--- config.mk ---
export PLATFORM = sky130hd
export DESIGN_NAME = fetch_align_flat
export DESIGN_NICKNAME = d
export VERILOG_FILES = /design/src/rtl/fetch_align_if.sv /design/src/rtl/fetch_align.sv /design/src/flat_wrapper.sv
export SDC_FILE = /design/constraint.sdc
export NUM_CORES = 1
export LEC_CHECK = 0
export BUFFER_PORTS_ARGS = -buffer_cell sky130_fd_sc_hd__buf_4
export CAP_MARGIN = 0
export CELL_PAD_IN_SITES_DETAIL_PLACEMENT = 1
export CELL_PAD_IN_SITES_GLOBAL_PLACEMENT = 1
export CORE_MARGIN = 10
export CORE_UTILIZATION = 32
export DETAILED_ROUTE_END_ITERATION = 8
export GPL_ROUTABILITY_DRIVEN = 0
export PLACE_DENSITY = 0.87
export SYNTH_ARGS = -nofsm -noshare
export SYNTH_HDL_FRONTEND = slang
export SYNTH_SLANG_ARGS = --single-unit
--- constraint.sdc ---
create_clock -name clk -period 1.15 [get_ports clk]
set_clock_uncertainty 0.05 [all_clocks]
set_input_delay 0.0575 -clock clk [delete_from_list [all_inputs] [get_ports clk]]
set_output_delay 0.0575 -clock clk [all_outputs]
set_load 0.05 [all_outputs]
--- src/rtl/fetch_align_if.sv ---
// I-cache read port of the fetch stage: word-address request and same-cycle read data.
interface fetch_align_if;
    logic        ICACHE_ren;
    logic [29:0] ICACHE_addr;
    logic [31:0] ICACHE_rdata;

    modport master (output ICACHE_ren, output ICACHE_addr, input ICACHE_rdata);
    modport slave  (input ICACHE_ren, input ICACHE_addr, output ICACHE_rdata);
endinterface

--- src/rtl/fetch_align.sv ---
// PC register and halfword realignment stage feeding the IF/ID register.
// Define FETCH_RVC_EN for 16/32-bit compressed fetch; otherwise every fetch is a 32-bit word.
module fetch_align #(
    parameter logic [31:0] RESET_PC = 32'h0000_0000,
    parameter logic [31:0] NOP_INST = 32'h0000_0013
) (
    input  logic                 clk,
    input  logic                 rst,
    input  logic                 memory_stall,
    fetch_align_if.master        icache,
    input  logic [31:0]          branchPC,
    input  logic                 taken,
    input  logic                 flush,
    output logic [31:0]          instructionPC_1,
    output logic                 L_W,
    output logic [31:0]          IF_inst,
    output logic [31:0]          IF_pc,
    output logic                 IF_L_W,
    output logic                 IF_valid
);

    logic [31:0] inst;
    logic        issue;

`ifdef FETCH_RVC_EN

    typedef enum logic [1:0] {
        ALIGN  = 2'd0,
        HALF   = 2'd1,
        REFILL = 2'd2
    } state_t;

    state_t      state_q, state_d;
    logic [31:1] pc_q;
    logic [15:0] buf_q, buf_d;
    logic [29:0] word_addr;
    logic        lw;
    logic        ren;
    logic [29:0] addr;
    logic        if_lw_q;
    logic        unused_bits;

    assign word_addr       = pc_q[31:2];
    assign instructionPC_1 = {pc_q, 1'b0};
    assign unused_bits     = branchPC[0];

    always_comb begin
        // NOTE: every signal assigned here gets a default first so no path leaves it unassigned (no latches).
        ren     = 1'b1;
        addr    = word_addr;
        inst    = icache.ICACHE_rdata;
        lw      = 1'b1;
        issue   = 1'b1;
        buf_d   = buf_q;
        state_d = state_q;
        unique case (state_q)
            ALIGN: begin
                if (icache.ICACHE_rdata[1:0] != 2'b11) begin
                    inst    = {16'h0000, icache.ICACHE_rdata[15:0]};
                    lw      = 1'b0;
                    buf_d   = icache.ICACHE_rdata[31:16];
                    state_d = HALF;
                end
            end
            HALF: begin
                if (buf_q[1:0] != 2'b11) begin
                    ren     = 1'b0;
                    inst    = {16'h0000, buf_q};
                    lw      = 1'b0;
                    state_d = ALIGN;
                end else begin
                    // Straddling instruction: low half buffered, high half from the next word.
                    addr  = word_addr + 30'd1;
                    inst  = {icache.ICACHE_rdata[15:0], buf_q};
                    buf_d = icache.ICACHE_rdata[31:16];
                end
            end
            REFILL: begin
                issue   = 1'b0;
                buf_d   = icache.ICACHE_rdata[31:16];
                state_d = HALF;
            end
            default: begin
                issue   = 1'b0;
                state_d = ALIGN;
            end
        endcase
        // A redirect empties the buffer; a halfword target needs one refill cycle.
        if (flush || (issue && taken)) begin
            state_d = branchPC[1] ? REFILL : ALIGN;
        end
    end

    assign icache.ICACHE_ren  = ren;
    assign icache.ICACHE_addr = addr;
    assign L_W                = lw;
    assign IF_L_W             = if_lw_q;

    always_ff @(posedge clk) begin
        // NOTE: state registers use non-blocking assignments so every flop samples pre-edge values.
        if (rst) begin
            pc_q     <= RESET_PC[31:1];
            state_q  <= RESET_PC[1] ? REFILL : ALIGN;
            buf_q    <= 16'h0000;
            IF_inst  <= NOP_INST;
            IF_pc    <= 32'h0000_0000;
            if_lw_q  <= 1'b1;
            IF_valid <= 1'b0;
        end else if (!memory_stall) begin
            if (issue || flush) begin
                pc_q <= branchPC[31:1];
            end
            state_q  <= state_d;
            buf_q    <= buf_d;
            IF_valid <= issue && !flush;
            IF_inst  <= (issue && !flush) ? inst : NOP_INST;
            IF_pc    <= {pc_q, 1'b0};
            if_lw_q  <= lw;
        end
    end

`else

    logic [31:2] pc_q;
    logic        unused_bits;

    assign instructionPC_1    = {pc_q, 2'b00};
    assign icache.ICACHE_ren  = 1'b1;
    assign icache.ICACHE_addr = pc_q;
    assign inst               = icache.ICACHE_rdata;
    assign issue              = 1'b1;
    assign L_W                = 1'b1;
    assign IF_L_W             = 1'b1;
    // Without compressed support the target is always taken from branchPC, predicted or not.
    assign unused_bits        = ^{taken, branchPC[1:0]};

    always_ff @(posedge clk) begin
        // NOTE: state registers use non-blocking assignments so every flop samples pre-edge values.
        if (rst) begin
            pc_q     <= RESET_PC[31:2];
            IF_inst  <= NOP_INST;
            IF_pc    <= 32'h0000_0000;
            IF_valid <= 1'b0;
        end else if (!memory_stall) begin
            pc_q     <= branchPC[31:2];
            IF_valid <= issue && !flush;
            IF_inst  <= (issue && !flush) ? inst : NOP_INST;
            IF_pc    <= {pc_q, 2'b00};
        end
    end

`endif

endmodule
--- src/flat_wrapper.sv ---
// flat-port wrapper written by rule: the top's interface ports become plain ports
module fetch_align_flat 
#(
    parameter logic [31:0] RESET_PC = 32'h0000_0000,
    parameter logic [31:0] NOP_INST = 32'h0000_0013
)
  (clk, rst, memory_stall, branchPC, taken, flush, instructionPC_1, L_W, IF_inst, IF_pc, IF_L_W, IF_valid, icache_ICACHE_ren, icache_ICACHE_addr, icache_ICACHE_rdata);
  fetch_align_if icache_i ();
  input  logic clk;
  input  logic rst;
  input  logic memory_stall;
  input  logic [31:0] branchPC;
  input  logic taken;
  input  logic flush;
  output logic [31:0] instructionPC_1;
  output logic L_W;
  output logic [31:0] IF_inst;
  output logic [31:0] IF_pc;
  output logic IF_L_W;
  output logic IF_valid;
  output wire logic [$bits(icache_i.ICACHE_ren)-1:0] icache_ICACHE_ren;
  output wire logic [$bits(icache_i.ICACHE_addr)-1:0] icache_ICACHE_addr;
  input wire logic [$bits(icache_i.ICACHE_rdata)-1:0] icache_ICACHE_rdata;
  assign icache_ICACHE_ren = icache_i.ICACHE_ren;
  assign icache_ICACHE_addr = icache_i.ICACHE_addr;
  assign icache_i.ICACHE_rdata = icache_ICACHE_rdata;
  fetch_align #(.RESET_PC(RESET_PC), .NOP_INST(NOP_INST)) u_core (.clk(clk), .rst(rst), .memory_stall(memory_stall), .icache(icache_i), .branchPC(branchPC), .taken(taken), .flush(flush), .instructionPC_1(instructionPC_1), .L_W(L_W), .IF_inst(IF_inst), .IF_pc(IF_pc), .IF_L_W(IF_L_W), .IF_valid(IF_valid));
endmodule
==> impl_metrics.ini, run 1 <==
[outcome]
status = completed

[clock_network]
post_cts_buffers = 0
cts_buffers = 9
clockRootBuffer = clkbuf_16
cts_max_level = 3
clk_path_buf_depth = 2
cts.sinks = 93
insertion_delay_ps = 340
clk_pin_slew_worst_paths_ps = 60
tritoncts = done

[floorplan]
core_area_sq_um = 11420
die_y_microns = 128.2
fp.dieW_microns = 128.2
initial_core_util = 0.3281
rows = 39
die-area_sq_um = 16430
io_pins = 199

[pwr]
ir_drop_uv = 636.8
p_leak_uw = 0.002847
finalPower_uw = 8604
powerDensity_nw_per_um2 = 1428

[critical_path]
rrSetupSlack_ps = 370
cp.depth = 5
worstSetupEndpoint = u_core.IF_inst[13]
path_buf_inv = 3
critical_path.top_delay_family = buffers and inverters
cp_cell_sequence = dlygate4sd3_1 -> buf_4 -> or2_1 -> buf_12 -> o22ai_1
required_ps = 1350
cpMaxStageDelayCell = dlygate4sd3_1
endpoint_kind = register
timing.rr.start = u_core.IF_inst[4]
arrival_ps = 1320
critPathLaunch = flush
worstSetupPathType = in -> reg
startpoint_type = input pin
critPathMaxFanout = 29
slowest_delay_ps = 540
r2r_end = u_core.IF_inst[4]
rr_worst_depth = 2

[yosys]
yosys-top-cells-area = dfxtp_1 50%, mux2i_1 16%, buf_4 8.2%
yosys_warnings = 0
synth.ff_latch_count = 93
syn_area_per_cell_sq_um = 9.884
synth_largest_area_cell = dfxtp_1
synth_cell_type_count = 16
yosys.area.top_type_share = 0.4970
netlist_area_sq_um = 3746
synthCells = 379
yosysSeqAreaShare = 0.4970

[finish]
final_common_cell = buf_4
fillCellCount = 1273
multiInputGateArea_sq_um = 1461
drive_gt1_frac = 0.3790
fin_nets = 663
regArea_sq_um = 1862
final_area_sq_um = 6026
synthToLayoutAreaGrowth_pct = 60.86
mostFrequentLayoutCells = 195 x buf_4, 93 x dfxtp_1, 64 x nor2_1, 62 x dlygate4sd3_1, 60 x mux2i_1

[global_route]
antenna_found_initial = 0
grt_overflow = 0
grt_pass1_vias = 3867
grt_pass1_wl_mm = 21.31
grt_max_degree = 32
grt_usage = 0.1610

[timing]
setup_viol = 0
clock.fmax_mhz = 893.7
slew_viol_final = 0
fin_crit_ps = 1119
grt_setup_unrepaired = no
hold_viol = 0
holdWs_ps = 19.39
fin_crit_sh = 0.9730
setup_tns_ps = 0
worst_slack_ps = 31.01

[route]
wl_per_cell_microns = 18.18
via_per_inst = 4.592
drt_iter0_markers = 144
ant_nets = 0
vias = 3412
drc = 0
first_pass_iters = 4
routed_wl_mm = 13.51

[placement]
dpl.hpwl_mm = 9.253
pre_cts_ws_ps = 87.54
port_buffers = 188
placedInstanceArea_sq_um = 5080

[hold_path]
hp-class = in -> reg

[job]
drv_cap = 0
-- worst min-delay path by stage --
stage	start	end	slack [ps]	depth (start not counted)
6_report	rst	u_core.IF_inst[2]	20	2
5_1_grt	rst	u_core.IF_inst[14]	30	2
4_1_cts	rst	u_core.IF_inst[10]	2	2
3_5_place_dp	branchPC[13]	u_core.icache.ICACHE_addr[11]	250	3
3_3_place_gp	branchPC[3]	u_core.icache.ICACHE_addr[1]	240	3
2_1_floorplan	branchPC[2]	u_core.icache.ICACHE_addr[0]	150	2
-- logic make-up (layout without fill, tap and decap cells) --
logic type,after synthesis,after routing,share of synthesized area
AND/OR/NAND/NOR,127,127,0.1510
flip-flops,93,93,0.4970
buffers and inverters,64,279,0.1196
multiplexers,60,60,0.1603
AO/OA/AOI/OAI,33,33,0.07014
other,2,8,0.002005
-- stage by stage --
| stage | utilization | std cells |
|---|---|---|
| 6_report | 0.5277 | 743 |
| 5_1_grt | 0.5275 | 742 |
| 4_1_cts | 0.5270 | 742 |
| 3_5_place_dp | 0.4449 | 664 |
| 3_3_place_gp | 0.4449 | 664 |
| 2_1_floorplan | - | 384 |
-- cells in the mapped netlist --
master / number
nand2_1: 30
or2_1: 1
o22ai_2: 10
mux2i_1: 60
buf_6: 5
nor2_1: 64
clkbuf_1: 5
nand2b_1: 28
o22ai_1: 18
nor3b_1: 3
dfxtp_1: 93
or3b_1: 1
conb_1: 2
buf_4: 41
buf_2: 13
a21oi_1: 5
-- layer usage --
metal,track usage,wire (microns),vias up
li1,-,-,1635
met1,0.1566,4808,1637
met2,0.2982,7303,119
met3,0.05624,1037,21
met4,0.07152,361,0
met5,0,0,-
-- state kept, by name (all words and copies together), names as in the netlist --
register                   flops
u_core.icache.ICACHE_addr     30
u_core.IF_inst                32
u_core.IF_valid                1
u_core.IF_pc                  30
-- timing repair --
action / CTS / global route
endpoints found under the setup margin: 0 / 1
hold buffers: 62 / 0
resized for setup: 0 / 1
hold endpoints to repair: 62 / 0
-- report_power, final --
part	switching, uW	internal [uW]	leakage, uW
Sequential	117	3370	0.000761
Combinational	1230	755	0.00194
Clock	1240	1900	0.000145
Total	2580	6020	0.00285
-- area by class of cell --
| cell class | count | area share |
|---|---|---|
| Sequential cell | 93 | 0.3090 |
| Clock buffer | 10 | 0.03800 |
| Clock inverter | 6 | 0.01453 |
| Antenna cell | 1 | 0.0004153 |
| Tap cell | 143 | 0.02969 |
| Timing Repair Buffer | 263 | 0.3659 |
| Multi-Input combinational cell | 227 | 0.2425 |
Note: power is estimated with default switching activity, not from simulation.
==> run 2, diff against run 1 <==
--- a/config.mk
+++ b/config.mk
@@ -9,11 +9,11 @@
 export CAP_MARGIN = 0
 export CELL_PAD_IN_SITES_DETAIL_PLACEMENT = 1
 export CELL_PAD_IN_SITES_GLOBAL_PLACEMENT = 1
-export CORE_MARGIN = 10
 export CORE_UTILIZATION = 32
 export DETAILED_ROUTE_END_ITERATION = 8
 export GPL_ROUTABILITY_DRIVEN = 0
 export PLACE_DENSITY = 0.87
+export SETUP_SLACK_MARGIN = 0.4
 export SYNTH_ARGS = -nofsm -noshare
 export SYNTH_HDL_FRONTEND = slang
 export SYNTH_SLANG_ARGS = --single-unit
==> run 2 against run 1 <==
  * The run now ends with negative hold slack left
  * First-iteration DRC count decreased by 28%
  * Routed wire length increased by 16%
  * Maximum frequency increased by 12%
  * Largest power group unchanged
  * Final cell count increased by 3.9%
  * Critical endpoint is now icache_ICACHE_addr[11]
  * Via count increased by 6.7%
  * Total power increased by 4.0%
==> impl_metrics.ini, run 2 (synthesized netlist as in run 1, its figures left out) <==
[route]
via_per_inst = 4.716
routed_wl_mm = 15.72
vias = 3641
wl_per_cell_microns = 20.36
drc = 0
first_pass_iters = 4
ant_nets = 0
drt_iter0_markers = 103

[pwr]
ir_drop_uv = 596.7
powerDensity_nw_per_um2 = 1162
finalPower_uw = 8949
p_leak_uw = 0.003374

[global_route]
grt_usage = 0.2375
grt_pass1_vias = 4040
grt_overflow = 0
antenna_found_initial = 0
grt_pass1_wl_mm = 21.34
grt_max_degree = 60

[critical_path]
endpoint_kind = primary output
rr_worst_depth = 3
critical_path.top_delay_family = flip-flops
timing.rr.start = u_core.icache.ICACHE_addr[27]
worstSetupPathType = reg -> out
r2r_end = u_core.IF_pc[29]
rrSetupSlack_ps = 230
slowest_delay_ps = 400
arrival_ps = 890
cp_cell_sequence = buf_8
cpMaxStageDelayCell = dfxtp_4
critPathMaxFanout = 4
required_ps = 1040
startpoint_type = register
critPathLaunch = u_core.icache.ICACHE_addr[11]
worstSetupEndpoint = icache_ICACHE_addr[11]
path_buf_inv = 1
cp.depth = 1

[outcome]
status = finished with violations
failed_checks = negative hold slack

[timing]
fin_crit_sh = 0.8661
grt_setup_unrepaired = yes
fin_crit_ps = 996.0
slew_viol_final = 0
setup_tns_ps = 0
holdWs_ps = -72.34
setup_viol = 0
clock.fmax_mhz = 1004
hold_viol = 5

[finish]
synthToLayoutAreaGrowth_pct = 105.6
largest_reg_flops = 32
n_antenna_cell = 0
regMostFlops = u_core.IF_inst
final_common_cell = buf_8
drive_gt1_frac = 0.5962
mostFrequentLayoutCells = 122 x buf_8, 80 x dfxtp_4, 77 x buf_4, 64 x nor2_1, 53 x dlygate4sd3_1
fin_nets = 693

[floorplan]
io_pins = 199
initial_core_util = 0.3281
fp.dieW_microns = 110.2
die_y_microns = 110.2
core_area_sq_um = 11420
rows = 39
die-area_sq_um = 12140

[clock_network]
tritoncts = done
cts_max_level = 3
clockRootBuffer = clkbuf_16
insertion_delay_ps = 340
clk_pin_slew_worst_paths_ps = 70
cts_hold_buf = 58
cts.sinks = 93
clk_path_buf_depth = 2
cts_buffers = 9

[job]
drv_cap = 0

[hold_path]
hp-class = in -> reg

[placement]
port_buffers = 188
dpl.hpwl_mm = 7.292
## run 2: where the power goes
part           internal, uW  leakage, uW  switching, uW
Clock                  1670     0.000135           1310
Combinational          1160      0.00242           1320
Sequential             3280     0.000822            206
Total                  6110      0.00337           2840
## run 2: layout make-up
type	count	area, sq um
timing repair buffer	293	3452
tap	143	178.9
clock buffer	9	225.2
sequential	93	2178
multi-input combinational	227	1603
fill	1081	3715
clock inverter	7	66.31
## run 2: repair_timing
| action | CTS | global route |
|---|---|---|
| resized for setup | 238 | 70 |
| endpoints found under the setup margin | 128 | 196 |
| pin swaps | 3 | 38 |
| buffers inserted | 28 | 8 |
| hold endpoints to repair | 63 | 4 |
## run 2: worst min path at each step
stage                                  from                            end  slack [ps]  depth (start not counted)
floorplan           icache_ICACHE_rdata[30]             u_core.IF_inst[30]         150                          2
finish                         branchPC[11]   u_core.icache.ICACHE_addr[9]         -70                          3
global placement                branchPC[6]   u_core.icache.ICACHE_addr[4]         240                          3
CTS                            branchPC[20]  u_core.icache.ICACHE_addr[18]         -60                          3
detailed placement             branchPC[30]  u_core.icache.ICACHE_addr[28]         250                          3
global route                   branchPC[11]   u_core.icache.ICACHE_addr[9]         -50                          3
## run 2: per-stage QoR
| stage | hold slack (ps) | util | worst slack, ps | instance area (sq um) | instances |
|---|---|---|---|---|---|
| after global routing | -47.99 | 0.6747 | 132.4 | 7704 | 772 |
| after detailed placement | 251.1 | 0.4704 | 90.04 | 5371 | 662 |
| after CTS | -59.84 | 0.6434 | 165.4 | 7347 | 764 |
| after floorplan | 149.3 | - | 302.4 | 4234 | 384 |
| final | -72.34 | 0.6747 | 154.0 | 7704 | 772 |
| after global placement | 236.6 | 0.4704 | 158.0 | 5371 | 662 |
## run 2: metal layers
layer / vias up / wire, microns / track usage
li1: 1699 / - / -
met1: 1788 / 5359 / 0.2276
met2: 129 / 9240 / 0.4902
met3: 25 / 739 / 0.04821
met4: 0 / 381 / 0.08365
met5: - / 0 / 0
==> run 3, diff against run 2 <==
==> constraint.sdc (replaced) <==
create_clock -name clk -period 1.1 [get_ports clk]
set_clock_uncertainty 0.05 [all_clocks]
set_input_delay 0.055 -clock clk [delete_from_list [all_inputs] [get_ports clk]]
set_output_delay 0.055 -clock clk [all_outputs]
set_load 0.05 [all_outputs]
==> run 3 against run 2 <==
  * The run still ends with negative hold slack left
  * Die area stayed put
  * Final area decreased by 3.2%
  * Routed wire length decreased by 11%
  * Core utilization fell by 2.2 points
==> impl_metrics.ini, run 3 (synthesized netlist as in run 1, its figures left out) <==
[outcome]
status = finished with violations
failed_checks = negative hold slack

[finish]
synthToLayoutAreaGrowth_pct = 99.00
final_common_cell = buf_8
largest_reg_flops = 32
final_area_sq_um = 7455
mostFrequentLayoutCells = 121 x buf_8, 80 x dfxtp_4, 74 x buf_4, 64 x nor2_1, 50 x mux2i_1
fin_nets = 656
regMostFlops = u_core.IF_inst
drive_gt1_frac = 0.6588
n_antenna_cell = 0

[global_route]
grt_usage = 0.2129
grt_pass1_wl_mm = 19.42
grt_pass1_vias = 3790
grt_max_degree = 54
grt_overflow = 0
antenna_found_initial = 0

[timing]
setup_viol = 0
fin_crit_sh = 0.8968
setup_tns_ps = 0
hold_viol = 39
fin_crit_ps = 986.5
clock.fmax_mhz = 1014
grt_setup_unrepaired = yes
holdWs_ps = -82.98
slew_viol_final = 0

[floorplan]
io_pins = 199
die_y_microns = 110.2
die-area_sq_um = 12140
core_area_sq_um = 11420
initial_core_util = 0.3281
rows = 39
fp.dieW_microns = 110.2

[route]
first_pass_iters = 4
drc = 0
met2_length_mm = 8.145
routed_wl_mm = 14.00
ant_nets = 0
wl_per_cell_microns = 19.05
topRoutingLayerUsed = met4
via_per_inst = 4.729
vias = 3476
met1_length_mm = 4.817
drt_iter0_markers = 75
met3_length_microns = 818

[clock_network]
clk_pin_slew_worst_paths_ps = 60
clk_path_buf_depth = 2
cts_hold_buf = 21
cts_buffers = 9
tritoncts = done
clockRootBuffer = clkbuf_16
cts.sinks = 93
insertion_delay_ps = 320
cts_max_level = 3

[critical_path]
critPathMaxFanout = 3
endpoint_kind = primary output
cp_cell_sequence = buf_8
cpMaxStageDelayCell = dfxtp_4
arrival_ps = 880
startpoint_type = register
worstSetupPathType = reg -> out
path_buf_inv = 1
required_ps = 1000
critical_path.top_delay_family = flip-flops
slowest_delay_ps = 400

[pwr]
clkPwrFrac = 0.350
p_sw_uw = 2814
pwr-share-seq = 0.385
combPwrFrac = 0.265
powerDensity_nw_per_um2 = 1265
intPower_uw = 6614
swShare = 0.2985
p_leak_uw = 0.003331
ir_drop_uv = 925.2

[job]
drv_cap = 0

[placement]
port_buffers = 188
placedInstanceArea_sq_um = 5374
dpl.hpwl_mm = 7.009

[hold_path]
hp-class = in -> reg
## run 3: cell types whose count changed in the layout (fill, tap and decap cells not counted), sizes merged
| cell | delta |
|---|---|
| bufinv | +1 |
| clkbuf | +2 |
| clkinvlp | -3 |
| dlygate4sd3 | -41 |
| dlymetal6s4s | +4 |
## run 3: layout make-up
type	instances	area (sq um)
fillers	1085	3964
repair buffers	256	3108
flip-flops and latches	93	2178
multi-input cells	227	1673
clock buffers	11	242.7
well taps	143	178.9
clock inverters	5	73.82
## run 3: metal layers
metal  vias to the layer above  global-route usage
li1                       1628                   -
met1                      1708              0.2050
met3                        17             0.05056
met5                         -                   0
met2                       123              0.4353
met4                         0             0.06955
## run 3: power by group through the flow
stage,clock [uW],combinational (uW),sequential [uW]
6_report,3300,2500,3630
3_3_place_gp,0,1810,3600
2_1_floorplan,0,911,4150
4_1_cts,3370,2300,3610
3_5_place_dp,0,1840,3620
5_1_grt,3510,2600,3650
## run 3: worst paths after layout
check | cells past startpoint | slack (ps) | from | endpoint
worst max-delay path | 1 | 110 | u_core.icache.ICACHE_addr[15] | instructionPC_1[17]
worst max register to register | 3 | 190 | u_core.icache.ICACHE_addr[11] | u_core.IF_pc[13]
worst min-delay path | 3 | -80 | branchPC[18] | u_core.icache.ICACHE_addr[16]
worst min register to register | 2 | 450 | u_core.IF_inst[31] | u_core.IF_inst[31]
## run 3: what timing repair did
| action | 4_1_cts | 5_1_grt |
|---|---|---|
| buffers inserted | 30 | 9 |
| endpoints found under the hold margin | 62 | 40 |
| resized for setup | 251 | 73 |
| pin swaps | 15 | 31 |
| setup endpoints to repair | 156 | 211 |
## run 3: through the flow
stage	setup slack, ps	hold WS (ps)	utilization	instances	power, uW
after detailed placement	98.21	245.9	0.4706	659	5461
final	113.5	-82.98	0.6529	735	9428
after global placement	163.8	229.9	0.4706	659	5412
after floorplan	255.1	147.7	-	384	5065
after CTS	124.3	-101.4	0.6192	726	9285
after global routing	94.38	-73.08	0.6529	735	9755
